===== config.mk =====
export PLATFORM = sky130hd
export DESIGN_NAME = mem_copy_dma
export DESIGN_NICKNAME = d
export VERILOG_FILES = /design/src/rtl/mem_copy_dma.sv
export SDC_FILE = /design/constraint.sdc
export NUM_CORES = 1
export LEC_CHECK = 0
export ABC_CLOCK_PERIOD_IN_PS = 3300
export BUFFER_PORTS_ARGS = -buffer_cell sky130_fd_sc_hd__buf_2
export CORE_MARGIN = 5
export CORE_UTILIZATION = 40
export DETAILED_ROUTE_END_ITERATION = 7
export GPL_TIMING_DRIVEN = 0
export PLACE_DENSITY = 0.62
export SLEW_MARGIN = 20
export SYNTH_ARGS = -nofsm -noshare
export SYNTH_HDL_FRONTEND = slang
export SYNTH_SLANG_ARGS = --single-unit

===== constraint.sdc =====
create_clock -name clk -period 3.3 [get_ports clk]
set_input_delay 0.33 -clock clk [delete_from_list [all_inputs] [get_ports clk]]
set_output_delay 0.33 -clock clk [all_outputs]
set_load 0.005 [all_outputs]

===== src/rtl/mem_copy_dma.sv =====
// Block-copy bus initiator: one read cycle then one write cycle per word, ascending addresses.
// Optional feature: define DMA_IRQ_EN to drive irq high during the completion (DONE) cycle.
module mem_copy_dma #(
  parameter int LEN_WIDTH = 16
) (
  input  logic                 clk,
  input  logic                 reset,
  input  logic                 start,
  input  logic [31:0]          src_addr,
  input  logic [31:0]          dst_addr,
  input  logic [LEN_WIDTH-1:0] len,
  input  logic                 abort,
  input  logic                 bus_grant,
  input  logic [31:0]          Read_data,
  output logic [31:0]          Address,
  output logic [31:0]          Write_data,
  output logic                 MemRead,
  output logic                 MemWrite,
  output logic                 busy,
  output logic                 done,
  output logic                 error,
  output logic [LEN_WIDTH-1:0] words_done,
  output logic                 irq
);

  typedef enum logic [1:0] {
    IDLE  = 2'd0,
    READ  = 2'd1,
    WRITE = 2'd2,
    DONE  = 2'd3
  } state_t;

  state_t               state_q;
  logic [31:0]          src_ptr_q;
  logic [31:0]          dst_ptr_q;
  logic [31:0]          data_q;
  logic [LEN_WIDTH-1:0] remaining_q;
  logic [LEN_WIDTH-1:0] words_done_q;
  logic                 error_q;

  logic [LEN_WIDTH-1:0] remaining_d;
  logic [LEN_WIDTH-1:0] words_done_d;
  logic [31:0]          src_ptr_d;
  logic [31:0]          dst_ptr_d;
  logic                 misaligned;

  // Pointers wrap naturally modulo 2^32.
  assign remaining_d  = remaining_q - LEN_WIDTH'(1);
  assign words_done_d = words_done_q + LEN_WIDTH'(1);
  assign src_ptr_d    = src_ptr_q + 32'd4;
  assign dst_ptr_d    = dst_ptr_q + 32'd4;
  assign misaligned   = (src_addr[1:0] != 2'b00) || (dst_addr[1:0] != 2'b00);

  always_ff @(posedge clk or negedge reset) begin
    if (!reset) begin
      state_q      <= IDLE;
      src_ptr_q    <= '0;
      dst_ptr_q    <= '0;
      data_q       <= '0;
      remaining_q  <= '0;
      words_done_q <= '0;
      error_q      <= 1'b0;
    end else begin
      unique case (state_q)
        IDLE: begin
          if (start) begin
            src_ptr_q    <= src_addr;
            dst_ptr_q    <= dst_addr;
            remaining_q  <= len;
            words_done_q <= '0;
            if (misaligned) begin
              error_q <= 1'b1;
              state_q <= DONE;
            end else begin
              error_q <= 1'b0;
              state_q <= (len == '0) ? DONE : READ;
            end
          end
        end
        READ: begin
          if (abort) begin
            state_q <= IDLE;
          end else if (bus_grant) begin
            data_q  <= Read_data;
            state_q <= WRITE;
          end
        end
        WRITE: begin
          if (abort) begin
            state_q <= IDLE;
          end else if (bus_grant) begin
            src_ptr_q    <= src_ptr_d;
            dst_ptr_q    <= dst_ptr_d;
            words_done_q <= words_done_d;
            remaining_q  <= remaining_d;
            state_q      <= (remaining_d == '0) ? DONE : READ;
          end
        end
        DONE: begin
          state_q <= IDLE;
        end
        default: begin
          state_q <= IDLE;
        end
      endcase
    end
  end

  // Bus outputs come from registered state only; grant and abort merely gate the strobes.
  always_comb begin
    Address    = 32'd0;
    Write_data = 32'd0;
    MemRead    = 1'b0;
    MemWrite   = 1'b0;
    unique case (state_q)
      READ: begin
        Address = src_ptr_q;
        MemRead = bus_grant & ~abort;
      end
      WRITE: begin
        Address    = dst_ptr_q;
        Write_data = data_q;
        MemWrite   = bus_grant & ~abort;
      end
      default: begin
        Address = 32'd0;
      end
    endcase
  end

  assign busy       = (state_q == READ) || (state_q == WRITE);
  assign done       = (state_q == DONE);
  assign error      = error_q;
  assign words_done = words_done_q;

`ifdef DMA_IRQ_EN
  assign irq = (state_q == DONE);
`else
  assign irq = 1'b0;
`endif

endmodule

Word-level counts from Yosys, hierarchy flattened
Cells that the tools add are included.
{ "totals": {"regBits": 131, "output_inout_bits": 86, "word_cells": 63} }
{ "classes": {"n_addsub": 4, "n_eq_ne": 8, "muxes": 30, "bitwise_logic": 2, "n_reduce_logical": 12} }
{ "op_table": {"columns": ["cell", "n"], "rows": [
  ["$mux W32", 7],
  ["$pmux W32 S2", 3],
  ["$mux W16", 6],
  ["$add A32 B3 Y32 const B", 2],
  ["$pmux W16 S2", 2],
  ["$logic_not A16 Y1", 2],
  ["$add A16 B1 Y16 const B", 1],
  ["$mux W2", 8],
  ["$sub A16 B1 Y16 const B", 1],
  ["$pmux W2 S4", 1],
  ["$ne A2 B2 Y1 const B", 3],
  ["$ne A3 B3 Y1 const B", 2],
  ["$reduce_and A3 Y1", 2],
  ["$reduce_bool A2 Y1", 3],
  ["$eq A2 B2 Y1 const B", 2],
  ["$reduce_and A4 Y1", 1],
  ["$mux W1", 3],
  ["$eq A2 B1 Y1 const B", 1],
  ["$logic_not A2 Y1", 1],
  ["$logic_or A1 B1 Y1", 2],
  ["$reduce_and A2 Y1", 1],
  ["$and A1 B1 Y1", 1],
  ["$not A1 Y1", 1]
]} }

Logic depth before layout (Yosys ltp)
Gate-level depths: netlist of run 1.
{ "logic_depth": {"depth_word": 6, "mapped_depth": 10} }

Least setup slack after synthesis of run 1
Ideal clock, no wire load.
{ "synth_timing": {"path_type": "register -> register", "from": "reg state_q[0]", "to": "reg words_done_q[11] (netlist: words_done[11])", "setup_ns": 0.132, "arrival_ns": 1.998, "required_ns": 3.168, "path_slack_ns": 1.170, "path_stages_with_launch": 8, "n_path_buf": 2, "cell_sequence": "dfrtp_1 > inv_1 > ha_1 > nor2b_1 > nor3_1 > clkbuf_1 > buf_1 > nor2_1"} }
{ "synth_via": {"elab_chain_len": 3} }
{ "synth_lines": {"columns": ["element", "line", "source"], "rows": [
  ["from (decl)", "33", "state_t state_q;"],
  ["from (signal assigned)", "76", "state_q <= (len == '0) ? DONE : READ;"],
  ["from (signal assigned)", "96", "state_q <= (remaining_d == '0) ? DONE : READ;"],
  ["$eq A2 B2 Y1 / $logic_not A2 Y1 (equally long branches)", "64", "unique case (state_q)"],
  ["$ne A2 B2 Y1 (no source line) / $reduce_bool A2 Y1 (equally long branches)", null, null],
  ["$reduce_and A4 Y1 (no source line)", null, null],
  ["to (signal assigned)", "94", "words_done_q <= words_done_d;"],
  ["to (decl)", "38", "logic [LEN_WIDTH-1:0] words_done_q;"]
]} }
Several ways; a longest one is shown, not always the timed one.
A chain may end at the register's enable or synchronous reset.

Worst setup path after layout of run 1
{ "layout_timing": {"from": "reg state_q[0]", "to": "reg remaining_q[4]"} }
{ "layout_via": {"elab_chain_len": 3} }
{ "layout_lines": {"columns": ["element", "line", "source"], "rows": [
  ["$eq A2 B2 Y1 / $logic_not A2 Y1 (equally long branches)", "64", null],
  ["$ne A2 B2 Y1 (no source line) / $reduce_bool A2 Y1 (equally long branches)", null, null],
  ["$reduce_and A4 Y1 (no source line)", null, null],
  ["to (signal assigned)", "69", "remaining_q <= len;"],
  ["to (signal assigned)", "95", "remaining_q <= remaining_d;"],
  ["to (decl)", "37", "logic [LEN_WIDTH-1:0] remaining_q;"]
]} }
Several ways; a longest one is shown, not always the timed one.

==> flow_metrics.tcl, run 1 <==
set metrics [dict create \
    status "completed" \
    viasPerCell 5.76 \
    power_mw 10.1 \
    fin_cells 1477 \
    yosys.area_share.adder_pct 1.40 \
    tns_ns 0 \
    wire_per_inst_um 20.6 \
    die_w_um 152 \
    rsz0062_at_grt "false" \
    clock_skew_ns 0.00943 \
    drv_slew 0 \
    synth_top_family_by_area "simple AND/OR/NAND/NOR gates" \
    synth-simple-area-share_pct 29.2 \
    cp-end-kind "flip-flop" \
    place_congestion 0.932 \
    slowest_delay_ns 0.86 \
    synth_fp_nets 1096 \
    syn_to_final_growth_pct 25.4 \
    cp_top_family "simple AND/OR/NAND/NOR gates" \
    cts.sinks 131 \
    start_util_pct 40.2 \
    worst_hold_path_type "in -> reg" \
    htree_levels 4 \
    grt_first_pass_wirelength_mm 47.5 \
    ys.flop_type "dfrtp_1" \
    synth_top_area_share_pct 40.7 \
    ir_drop_uv 500 \
    clk_transition_reported_paths_ns 0.06 \
    io_pins 203 \
    powerDensity_mw_per_mm2 1000 \
    cp_cell_sequence "inv_1, ha_1, nand3b_1, nor2_1, clkbuf_1, nand2_1, o31ai_1" \
    io_buffers 201 \
    drtAntennaViolNets 0 \
    ys_seq_elements 131 \
    dp_hpwl_mm 22.1 \
    die_area_mm2 0.0231 \
    grt_util_all_layers_pct 25.9 \
    timing.critical_path.buf_inv 2 \
    synth-compound-area-share_pct 19.9 \
    antenna_found_initial 4 \
    yosysTopAreaCell "dfrtp_1" \
    synth_area_leaders "dfrtp_1, nand2_1, a22oi_1" \
    hold_violations 0 \
    setup_viol 0 \
    grt_pass1_vias 8288 \
    yosysUniqueCellTypes 66 \
    synthArstFlopShare_pct 100 \
    coreArea_mm2 0.0200 \
    worst_skew_pair.late_latency_ns 0.44 \
    clockBufferDepth 2 \
    cp_slowest_cell "nor2_1" \
    synth-xor-area-share_pct 1.85 \
    final_nets 1318 \
    cts_tree "yes" \
    rows 52 \
    synth_edf_count 0 \
    netlist_area_mm2 0.00806 \
    dp_cells 1442 \
    drive_gt1_share_pct 21.9 \
    slew_headroom_pct 30.3 \
    grt_overflow 0 \
    syn_avg_cell_area_um2 8.31 \
    maxCapViolations 0 \
    max_freq_ghz 0.316 \
    leakage_nw 4.60 \
    die_y_um 152 \
    numCtsBuffers 17 \
    startpoint_type "flip-flop" \
    first_iter_violations 797 \
    num_vias 8507 \
    worstSetupPathType "reg -> reg" \
    worstPathRequired_ns 3.64 \
    grt_start_max_net_pins 73 \
    synthMuxAreaShare_pct 2.51 \
    min_period_over_period_pct 95.9 \
    layout_min_cycle_time_ns 3.16 \
    crit_fanout 10 \
    nFillCells 2038 \
    wirelength_mm 30.4 \
    cts_root_buf "clkbuf_16" \
    yosys_warnings 0 \
    worst_ep_arrival_time_ns 3.51 \
    synthCells 970 \
    dr.pass1.iters 7 \
    drc 0 \
    worst_pin_slew_ns 1.04 \
    synth-seq-area-share_pct 40.7 \
]
final cells by class:
type                       count  area [um2]  area share (%)
timing repair buffer         203        1050            10.4
buffer                        70         292            2.88
tap                          270         338            3.34
clock inverter                 8         149            1.47
inverter                      18        67.6           0.668
multi-input combinational    751        4430            43.9
antenna                        3        7.51          0.0743
sequential                   131        3280            32.4
clock buffer                  23         488            4.83
synth_stat cells (all sizes together) (21+ instances only):
cell type	n
a21oi	44
a22oi	37
and2	40
clkbuf	53
dfrtp	131
nand2	179
nand3	45
nand4	22
nor2	44
nor2b	32
nor3	21
nor4	29
o21ai	50
o22ai	28
worst register-to-register path: cells and delay by family, from the launching register on:
family,cells,cell delay [ns]
simple gates,3,1.35
flops,1,0.42
fa+ha+maj,1,0.29
compound gates,1,0.24
buf+inv,2,0.76
cells in the final DEF, fill, tap and decap left out, drive strengths merged, types with 8 or more instances in the layout:
| cell type | synthesis | routed |
|---|---|---|
| clkbuf | 53 | 76 |
| nand3 | 45 | 45 |
| inv | 18 | 18 |
| a31oi | 8 | 8 |
| nand4 | 22 | 22 |
| nor2b | 32 | 32 |
| nand2 | 179 | 179 |
| a22oi | 37 | 37 |
| dfrtp | 131 | 131 |
| nor3 | 21 | 21 |
| and2 | 40 | 40 |
| ha | 9 | 9 |
| a21o | 8 | 8 |
| a21oi | 44 | 44 |
| o22ai | 28 | 28 |
| buf | 17 | 219 |
| xnor2 | 12 | 12 |
| mux2i | 18 | 18 |
| nor4 | 29 | 29 |
| and3 | 14 | 14 |
| o21ai | 50 | 50 |
| or4 | 9 | 9 |
| nor2 | 44 | 44 |
flip-flops by register name (all words and copies together), names as in the netlist:
| signal | flops |
|---|---|
| data_q | 32 |
| dst_ptr_q | 32 |
| error | 1 |
| remaining_q | 16 |
| src_ptr_q | 32 |
| state_q | 2 |
| words_done | 16 |
report_power, final:
group	internal, mW	switching, mW
clock	1.34	0.749
combinational	1.87	3.06
sequential	2.33	0.769
total	5.54	4.58
kinds of logic (layout without fill, tap and decap cells):
kind of cell	after synthesis	after routing
adder cells (fa/ha/maj)	9	9
XOR/XNOR	17	17
flip-flops	131	131
other	1	4
AO/OA/AOI/OAI	240	240
multiplexers	20	20
buffers and inverters	88	322
AND/OR/NAND/NOR	464	464
metrics by stage:
step / utilization (%) / setup slack [ns] / hold slack, ns / area [um2]
floorplan: - / 1.17 / 0.0344 / 8060
global placement: 46.9 / -0.0913 / 0.451 / 9410
detailed placement: 47.1 / 0.00372 / 0.306 / 9440
CTS: 50.4 / 0.117 / 0.0696 / 10100
global route: 50.4 / 0.0317 / 0.0712 / 10100
finish: 50.4 / 0.136 / 0.0776 / 10100
per-layer routing:
metal | vias up | global-route usage [%] | wire length [um]
met1 | 4016 | 35.1 | 12900
met5 | - | 0 | 34
met3 | 68 | 7.74 | 3120
met2 | 450 | 39.5 | 13500
met4 | 6 | 8.99 | 882
li1 | 3967 | - | -
final timing paths:
path	slack, ns	endpoint	cells past startpoint	from
setup / recovery	0.14	remaining_q[4]	7	state_q[0]
hold / removal	0.08	data_q[25]	3	Read_data[25]
setup reg to reg	0.14	remaining_q[4]	7	state_q[0]
hold reg to reg	0.47	data_q[20]	2	data_q[20]
max in group asynchronous	2.15	data_q[30]	3	reset
min in group asynchronous	0.42	words_done[9]	2	reset
what timing repair did:
item,4_1_cts,5_1_grt
endpoints found under the setup margin,17,17
gates resized for setup,2,4
hold buffers,1,0
endpoints found under the hold margin,59,0
setup buffers,0,0
Power figures use the tool's default switching activity.
==> run 2, diff against run 1 <==
==> constraint.sdc (replaced) <==
create_clock -name clk -period 3.3 [get_ports clk]
set_input_delay 0.165 -clock clk [delete_from_list [all_inputs] [get_ports clk]]
set_output_delay 0.165 -clock clk [all_outputs]
set_load 0.005 [all_outputs]
==> flow_metrics.tcl, run 2 (same netlist as run 1, synthesis figures left out) <==
set metrics [dict create \
    clk_transition_reported_paths_ns 0.06 \
    ir_drop_uv 497 \
    worst_skew_pair.late_latency_ns 0.43 \
    top_regs "data_q: 32 flops, dst_ptr_q: 32 flops, src_ptr_q: 32 flops" \
    cts_root_buf "clkbuf_16" \
    hold_violations 0 \
    drc 0 \
    drv_slew 0 \
    hold_depth 3 \
    cts_setup_buffers 0 \
    layout_min_cycle_time_ns 3.15 \
    worst_ep_arrival_time_ns 3.49 \
    tns_ns 0 \
    max_freq_ghz 0.318 \
    crit_start "state_q[0]" \
    grt_first_pass_wirelength_mm 48.7 \
    grt_pass1_vias 8584 \
    worst_pin_slew_ns 1.04 \
    worst_hold_path_type "in -> reg" \
    dr.pass1.iters 6 \
    layout_common_cells "buf_2, nand2_1, dfrtp_1" \
    r2r-start "state_q[0]" \
    startpoint_type "flip-flop" \
    start_util_pct 40.2 \
    crit_fanout 10 \
    cp_top_family "simple AND/OR/NAND/NOR gates" \
    grt_start_max_net_pins 73 \
    final_nets 1380 \
    drtAntennaViolNets 0 \
    powerDensity_mw_per_mm2 950 \
    clock_skew_ns 0.00681 \
    wire_per_inst_um 20.2 \
    syn_to_final_growth_pct 32.9 \
    numCtsBuffers 17 \
    drive_gt1_share_pct 20.7 \
    coreArea_mm2 0.0200 \
    die_area_mm2 0.0231 \
    stdcell_area_mm2 0.0107 \
    slowest_delay_ns 0.86 \
    num_vias 8754 \
    rows 52 \
    io_pins 203 \
    worstPathRequired_ns 3.64 \
    clockBufferDepth 2 \
    leakage_nw 4.85 \
    maxCapViolations 0 \
    antenna_found_initial 3 \
    slew_headroom_pct 30.4 \
    final_common_cell "buf_2" \
    io_buffers 201 \
    min-delay-start "src_addr[3]" \
    setup_viol 0 \
    min_period_over_period_pct 95.4 \
    timing.critical_path.buf_inv 2 \
    worstSetupPathType "reg -> reg" \
    viasPerCell 5.70 \
    first_iter_violations 876 \
    rsz0062_at_grt "false" \
    cp_cell_sequence "inv_1, ha_1, nand3b_1, nor2_1, clkbuf_1, nand2_1, o31ai_1" \
    cts.sinks 131 \
    cp_slowest_cell "nor2_1" \
    dp_hpwl_mm 22.1 \
    place_area_mm2 0.00944 \
    status "completed" \
    r2r_cells 7 \
    wirelength_mm 31.0 \
    rr_endpoint "remaining_q[4]" \
    cp-end-kind "flip-flop" \
    cts_tree "yes" \
    min_to "src_ptr_q[3]" \
    r2r_slack_ns 0.15 \
    grt_util_all_layers_pct 26.5 \
    n_antenna_cell 0 \
    grt_overflow 0 \
    htree_levels 4 \
    place_congestion 0.932 \
    die_y_um 152 \
    die_w_um 152 \
]
-- run 2: worst min-delay path, stage by stage --
cell	delay (ns)
buf_2	0.08
nor3_1	0.04
nor3_1	0.11
-- run 2: layout make-up --
| type | instances | area [um2] |
|---|---|---|
| Fill cell | 1964 | 9320 |
| Multi-Input combinational cell | 751 | 4430 |
| Sequential cell | 131 | 3280 |
| Timing Repair Buffer | 265 | 1670 |
| Clock buffer | 23 | 488 |
| Tap cell | 270 | 338 |
| Buffer | 70 | 289 |
| Clock inverter | 8 | 149 |
| Inverter | 18 | 67.6 |
-- run 2: report_power, final --
group	internal (mW)	switching (mW)
combinational	1.91	3.08
sequential	2.33	0.767
clock	1.34	0.745
-- run 2: how the worst max path moves through the flow --
stage,slack (ns),end,depth (start not counted)
2_1_floorplan,1.17,words_done[11],7
3_3_place_gp,0.05,words_done[13],7
3_5_place_dp,0.004,words_done[7],7
4_1_cts,0.06,Write_data[27],7
5_1_grt,0.03,remaining_q[4],7
6_report,0.15,remaining_q[4],7
-- run 2: repair_timing --
action                     in CTS  in global routing
hold buffers                   63                  0
cloned                          0                  0
setup endpoints to repair       9                  7
resized for setup               1                  2
hold endpoints to repair      121                  0
-- run 2: routing by layer --
metal,track usage [%],share of wire [%]
met5,0,0.11
met1,35.6,42
met2,41.5,45
met3,7.08,9.3
met4,8.99,2.7
-- run 2: stage by stage --
step	hold slack, ns	utilization, %	cells	power [mW]	worst slack (ns)
floorplan	-0.131	-	970	6.04	1.17
global placement	0.356	46.9	1441	7.84	0.0512
global route	0.0139	53.5	1536	10.9	0.0317
detailed placement	0.141	47.1	1442	7.93	0.00372
CTS	0.00145	53.5	1536	10.1	0.0555
finish	0.00196	53.5	1536	10.2	0.153
